## config.mk

```make
export PLATFORM = sky130hd
export DESIGN_NAME = iter_alu
export DESIGN_NICKNAME = d
export VERILOG_FILES = /design/src/rtl/iter_alu.sv
export SDC_FILE = /design/constraint.sdc
export NUM_CORES = 1
export LEC_CHECK = 0
export BUFFER_PORTS_ARGS = -buffer_cell sky130_fd_sc_hd__buf_4
export CORE_MARGIN = 2
export CORE_UTILIZATION = 50
export DETAILED_ROUTE_END_ITERATION = 12
export PLACE_DENSITY_LB_ADDON = 0.15
export SYNTH_ARGS = -nofsm -noshare
export SYNTH_HDL_FRONTEND = slang
export SYNTH_SLANG_ARGS = --single-unit
export TNS_END_PERCENT = 1
```

## constraint.sdc

```tcl
create_clock -name clock -period 5.15 [get_ports clock]
set_input_delay 0.515 -clock clock [delete_from_list [all_inputs] [get_ports clock]]
set_output_delay 0.515 -clock clock [all_outputs]
set_load 0.005 [all_outputs]
```

## src/rtl/iter_alu.sv

```systemverilog
// ============================================================================
// Module   : iter_alu
// Purpose  : Multi-cycle ALU: registered legacy aluc ops plus iterative mul/div.
// Revision : 1.0 - initial release
// ============================================================================
`default_nettype none

module iter_alu #(
   parameter int WIDTH = 32
) (
   input  logic             clock,
   input  logic             resetn,
   input  logic             in_valid,
   output logic             in_ready,
   input  logic [4:0]       op,
   input  logic [WIDTH-1:0] a,
   input  logic [WIDTH-1:0] b,
   input  logic             abort,
   output logic             out_valid,
   input  logic             out_ready,
   output logic [WIDTH-1:0] s,
   output logic [WIDTH-1:0] hi,
   output logic             z
);

   localparam int SHW = $clog2(WIDTH);
   localparam logic [SHW:0] c_steps = (SHW+1)'(WIDTH);
   localparam logic [SHW:0] c_last  = (SHW+1)'(1);

   typedef enum logic [1:0] {
      IDLE = 2'd0,
      CALC = 2'd1,
      DONE = 2'd2
   } state_t;

   state_t           r_state;
   logic [SHW:0]     r_count;
   logic [WIDTH-1:0] r_acc;
   logic [WIDTH-1:0] r_q;
   logic [WIDTH-1:0] r_m;
   logic [WIDTH-1:0] r_s;
   logic [WIDTH-1:0] r_hi;
   logic             r_z;
   logic             r_div;
   logic             r_neg_q;
   logic             r_neg_r;
   logic             r_dz;

   logic [SHW-1:0]   w_shamt;
   logic [WIDTH-1:0] w_legacy;
   logic             w_a_neg;
   logic             w_b_neg;
   logic [WIDTH-1:0] w_a_mag;
   logic [WIDTH-1:0] w_b_mag;
   logic [WIDTH:0]   w_mul_sum;
   logic [WIDTH:0]   w_div_sh;
   logic [WIDTH:0]   w_div_diff;
   logic             w_div_ge;
   logic [WIDTH-1:0] w_nxt_acc;
   logic [WIDTH-1:0] w_nxt_q;
   logic [2*WIDTH-1:0] w_prod;
   logic [WIDTH-1:0] w_fin_lo;
   logic [WIDTH-1:0] w_fin_hi;

   assign in_ready  = (r_state == IDLE);
   assign out_valid = (r_state == DONE);
   assign s         = r_s;
   assign hi        = r_hi;
   assign z         = r_z;

   assign w_shamt = a[SHW-1:0];

   always_comb begin
      w_legacy = '0;
      case (op[3:0])
         4'b0000, 4'b1000: w_legacy = a + b;
         4'b0100, 4'b1100: w_legacy = a - b;
         4'b0001, 4'b1001: w_legacy = a & b;
         4'b0101, 4'b1101: w_legacy = a | b;
         4'b0010, 4'b1010: w_legacy = a ^ b;
         4'b0110, 4'b1110: w_legacy = a << (WIDTH/2);
         4'b0011:          w_legacy = b << w_shamt;
         4'b0111:          w_legacy = b >> w_shamt;
         4'b1111:          w_legacy = $signed(b) >>> w_shamt;
         default:          w_legacy = '0;
      endcase
   end

   // Iterate on magnitudes; signs are re-applied on the final step
   assign w_a_neg = op[0] & a[WIDTH-1];
   assign w_b_neg = op[0] & b[WIDTH-1];
   assign w_a_mag = w_a_neg ? -a : a;
   assign w_b_mag = w_b_neg ? -b : b;

   // Shift-add multiply: {acc,q} shifts right, multiplier bits consumed from q[0]
   assign w_mul_sum = {1'b0, r_acc} + (r_q[0] ? {1'b0, r_m} : {(WIDTH+1){1'b0}});

   // Restoring divide: remainder in acc, dividend bits shift out of q as quotient bits shift in
   assign w_div_sh   = {r_acc, r_q[WIDTH-1]};
   assign w_div_diff = w_div_sh - {1'b0, r_m};
   assign w_div_ge   = (w_div_sh >= {1'b0, r_m});

   always_comb begin
      w_nxt_acc = w_mul_sum[WIDTH:1];
      w_nxt_q   = {w_mul_sum[0], r_q[WIDTH-1:1]};
      if (r_div) begin
         w_nxt_acc = w_div_ge ? w_div_diff[WIDTH-1:0] : w_div_sh[WIDTH-1:0];
         w_nxt_q   = {r_q[WIDTH-2:0], w_div_ge};
      end
   end

   assign w_prod = r_neg_q ? -{w_nxt_acc, w_nxt_q} : {w_nxt_acc, w_nxt_q};

   // With a zero divisor every step subtracts nothing, so acc ends holding |a|
   always_comb begin
      w_fin_lo = w_prod[WIDTH-1:0];
      w_fin_hi = w_prod[2*WIDTH-1:WIDTH];
      if (r_div) begin
         w_fin_lo = r_dz ? {WIDTH{1'b1}} : (r_neg_q ? -w_nxt_q : w_nxt_q);
         w_fin_hi = r_neg_r ? -w_nxt_acc : w_nxt_acc;
      end
   end

   always_ff @(posedge clock or negedge resetn) begin
      if (!resetn) begin
         r_state <= IDLE;
         r_count <= '0;
         r_acc   <= '0;
         r_q     <= '0;
         r_m     <= '0;
         r_s     <= '0;
         r_hi    <= '0;
         r_z     <= 1'b1;
         r_div   <= 1'b0;
         r_neg_q <= 1'b0;
         r_neg_r <= 1'b0;
         r_dz    <= 1'b0;
      end else if (abort) begin
         r_state <= IDLE;
      end else begin
         case (r_state)
            IDLE: begin
               if (in_valid) begin
                  if (!op[4]) begin
                     r_s     <= w_legacy;
                     r_hi    <= '0;
                     r_z     <= (w_legacy == '0);
                     r_state <= DONE;
                  end else begin
                     r_acc   <= '0;
                     r_q     <= w_a_mag;
                     r_m     <= w_b_mag;
                     r_div   <= op[1];
                     r_neg_q <= w_a_neg ^ w_b_neg;
                     r_neg_r <= w_a_neg;
                     r_dz    <= op[1] & (b == '0);
                     r_count <= c_steps;
                     r_state <= CALC;
                  end
               end
            end
            CALC: begin
               r_acc   <= w_nxt_acc;
               r_q     <= w_nxt_q;
               r_count <= r_count - c_last;
               if (r_count == c_last) begin
                  r_s     <= w_fin_lo;
                  r_hi    <= w_fin_hi;
                  r_z     <= (w_fin_lo == '0);
                  r_state <= DONE;
               end
            end
            DONE: begin
               if (out_ready) r_state <= IDLE;
            end
            default: r_state <= IDLE;
         endcase
      end
   end

endmodule

`default_nettype wire

```

==> summary.md <==
| Metric | Value |
|---|---|
| Met1 WL | `41,200 um` |
| First-pass GRT wire length | `158,000 um` |
| DR vias | `26,200` |
| Standard-cell rows | `79` |
| Largest net degree at the start of global routing | `94` |
| Critical path depth | `20` |
| Drt drc | `0` |
| Crit-path max FO | `10` |
| Req. time, crit path | `5.56 ns` |
| Initial antenna violation count | `1` |
| Final ANT Viol Nets | `0` |
| Setup crit end kind | `flop` |
| Clock Sink Count | `173` |
| CTS Root Cell | `clkbuf_16` |
| Syn Inst Count | `3,071` |
| Crit Path Category | `reg2reg` |
| Drt pass-1 iters | `8` |
| # Max-Cap Violations | `0` |
| CP bufs+invs | `1` |
| Final setup fails | `0` |
| Synth Register Bits | `173` |
| Highest Signal Layer | `met4` |
| Syn_area_per_cell | `7.61 um2` |
| DP Wirelength | `84,800 um` |
| Ports | `141` |
| DIE AREA | `48,500 um2` |
| Global-route usage over all layers | `43.9%` |
| Finished Cell Area | `26,700 um2` |
| Yosys top cell area share | `18.4%` |
| Crit-path cells | `ha_1 > nand2_1 > or3_4 > nor3_4 > o311ai_4 > a31o_2 > ha_1 > o21ai_0 > nor4bb_1 > buf_4 > nand2_1 > o21ai_1 > xnor2_1 > nand2_1 > nor4b_2 > nand4b_1 > nor4_2 > nand4_1 > o21ai_1 > a31o_1` |
| Setup Skew | `0.0181 ns` |
| Worst vdd ir | `0.000353 V` |
| Area delta synth->final | `14.4%` |
| CP max stage delay | `0.49 ns` |
| Synth area leader | `dfrtp_1` |
| Status | `finished clean` |
| CTS max path bufs | `2` |
| Crit start category | `flop` |
| Area contributors post-synth | `dfrtp_1 18%, ha_1 8.8%, o21ai_0 6.4%, nand2_1 6.3%, mux4_2 6.0%` |
| Initial core utilization | `50.4%` |
| Total power | `12,700 uW` |
| Crit path max-delay family | `simple AND/OR/NAND/NOR gates` |
| Hold Crit Class | `in2async` |
| Slew @ Worst Pin | `1.40 ns` |
| Fill cells | `4,357` |
| Tcrit/Tclk final | `95.7%` |
| WL met2 | `46,600 um` |
| CTS H-tree lvls | `4` |
| Final WL | `108,000 um` |
| TritonCTS clock tree | `built` |
| Reg2reg path depth | `20` |
| Clk pin slew, worst setup/hold paths | `0.08 ns` |
| Vias per cell | `6.78` |
| Yosys Warn Count | `0` |
| Min Tclk post-route | `4.93 ns` |
| Hold slack | `0.0845 ns` |
| Share of layout cells above drive strength 1 | `17.5%` |
| Setup Buffers After CTS | `0` |
| Slowest-stage cell, CP | `ha_1` |
| Max-slew violation count | `0` |
| Slew headroom | `5.48%` |
| RePlAce Congestion | `1.10` |
| Final net count | `3,485` |
| Synth unique cells | `110` |
| Port bufs | `140` |
| Clock Latency Late Sink | `0.46 ns` |
| Leak Pwr | `0.0118 uW` |
| Fmax | `203 MHz` |
| Post-DP Area | `26,100 um2` |
| WP data arrival | `5.34 ns` |
| CTS Buf Count | `17` |
| Post-synth EDFFs | `0` |
| Power Density | `476 nW/um2` |
| Via count of the first global-routing pass | `24,600` |
| Syn nets | `3,313` |
| Register area share after synthesis | `18.5%` |
| Synth Flop Type | `dfrtp_1` |
| Critical Path Most Common Cell | `nand2_1` |
| Horiz. Die Dim | `220 um` |
| Die height | `220 um` |
| Metal3 WL | `10,700 um` |
| Iter 0 DRT Violations | `3,183` |
| GRT overflow | `0` |
| Final hold vios | `0` |
| Setup_tns | `0 ns` |
| Placeable Area | `46,400 um2` |
| Synth Cell Area | `23,400 um2` |
| Routed WL per cell | `27.9 um` |
| FFs w/ async S/R, synth | `100%` |
-- worst paths after layout --
check	startpoint	endpoint	slack [ns]
max reg2reg	r_acc[14]	z	0.22
min reg2reg	hi[28]	hi[28]	0.48
min in group clock	out_ready	r_state[1]	0.24
max in group asynchronous	resetn	s[13]	4.02
max	r_acc[14]	z	0.22
min	resetn	r_m[14]	0.08
-- cell type report --
| type | instances | area, um2 | share of cell area (%) |
|---|---|---|---|
| antenna | 1 | 2.50 | 0.00936 |
| clock buffer | 18 | 439 | 1.64 |
| clock inverter | 14 | 148 | 0.552 |
| inverter | 147 | 552 | 2.06 |
| multi-input combinational | 2533 | 17600 | 66.0 |
| sequential | 173 | 4340 | 16.2 |
| tap | 607 | 759 | 2.84 |
| timing repair buffer | 371 | 2860 | 10.7 |
-- per-layer routing --
layer | global-route usage (%) | vias to the layer above
li1 | - | 11500
met1 | 54.7 | 12600
met2 | 67.1 | 1699
met3 | 9.14 | 387
met4 | 32.7 | 0
met5 | 0 | -
-- stage by stage --
stage	setup slack (ns)	utilization (%)	cells
6_report	0.223	57.7	3864
5_1_grt	-0.0161	57.7	3863
2_1_floorplan	0.0791	-	3071
3_5_place_dp	-0.0153	56.3	3831
3_3_place_gp	0.00975	56.3	3831
4_1_cts	0.166	57.6	3863
-- cell usage in the layout, fill, tap and decap left out, types with 29 or more instances in the layout --
| cell | count |
|---|---|
| mux2i_1 | 78 |
| mux4_2 | 62 |
| a31oi_1 | 29 |
| mux2_2 | 41 |
| and2_1 | 46 |
| dfrtp_1 | 170 |
| nand4_1 | 30 |
| ha_1 | 165 |
| buf_4 | 364 |
| a21oi_1 | 222 |
| nor2_1 | 258 |
| o21ai_0 | 298 |
| a211oi_1 | 36 |
| a21o_1 | 36 |
| nor3_1 | 76 |
| xor2_1 | 46 |
| nand3_1 | 53 |
| xnor2_1 | 157 |
| nand2_1 | 392 |
| inv_1 | 144 |
-- state kept, by name (all words and copies together) (netlist names) --
signal	cells
hi	32
r_acc	32
r_m	32
r_q	32
s	32
r_count	6
r_state	2
r_div	1
r_dz	1
r_neg_q	1
r_neg_r	1
z	1
-- cells in the mapped netlist, types with 62 or more instances --
cell	count
inv_1	145
mux2i_1	78
xnor2_1	157
a21oi_1	223
clkbuf_1	159
o21ai_0	300
dfrtp_1	172
ha_1	165
nor3_1	78
mux4_2	62
nor2_1	258
nand2_1	393
-- worst reg2reg max path: stages (launching register included) --
cell	delay, ns
dfrtp_1	0.43
ha_1	0.49
nand2_1	0.21
or3_4	0.41
nor3_4	0.26
o311ai_4	0.13
a31o_2	0.30
ha_1	0.21
o21ai_0	0.19
nor4bb_1	0.14
buf_4	0.20
nand2_1	0.17
o21ai_1	0.10
xnor2_1	0.35
nand2_1	0.12
nor4b_2	0.25
nand4b_1	0.15
nor4_2	0.24
nand4_1	0.14
o21ai_1	0.25
a31o_1	0.15
-- power breakdown --
part | switching [uW] | total, uW | leakage (uW) | internal [uW]
sequential | 561 | 2340 | 0.00224 | 1780
clock | 666 | 1320 | 0.000284 | 658
combinational | 5590 | 9060 | 0.00932 | 3470
total | 6810 | 12700 | 0.0118 | 5910
-- logic make-up (layout without fill, tap and decap cells) --
group,Yosys count,after routing,synth area share (%)
AND/OR/NAND/NOR,1024,1024,20.6
AO/OA/AOI/OAI,956,956,26.5
buffers and inverters,365,550,6.28
XOR/XNOR,203,203,7.61
multiplexers,182,182,11.4
flip-flops,173,173,18.5
adder cells (fa/ha/maj),168,168,9.09
other,0,1,0
-- timing repair --
action | 4_1_cts | 5_1_grt
endpoints found under the setup margin | 0 | 3
hold buffers | 0 | 0
gates resized for setup | 0 | 9
No activity file was read; power rests on OpenSTA's default activity.
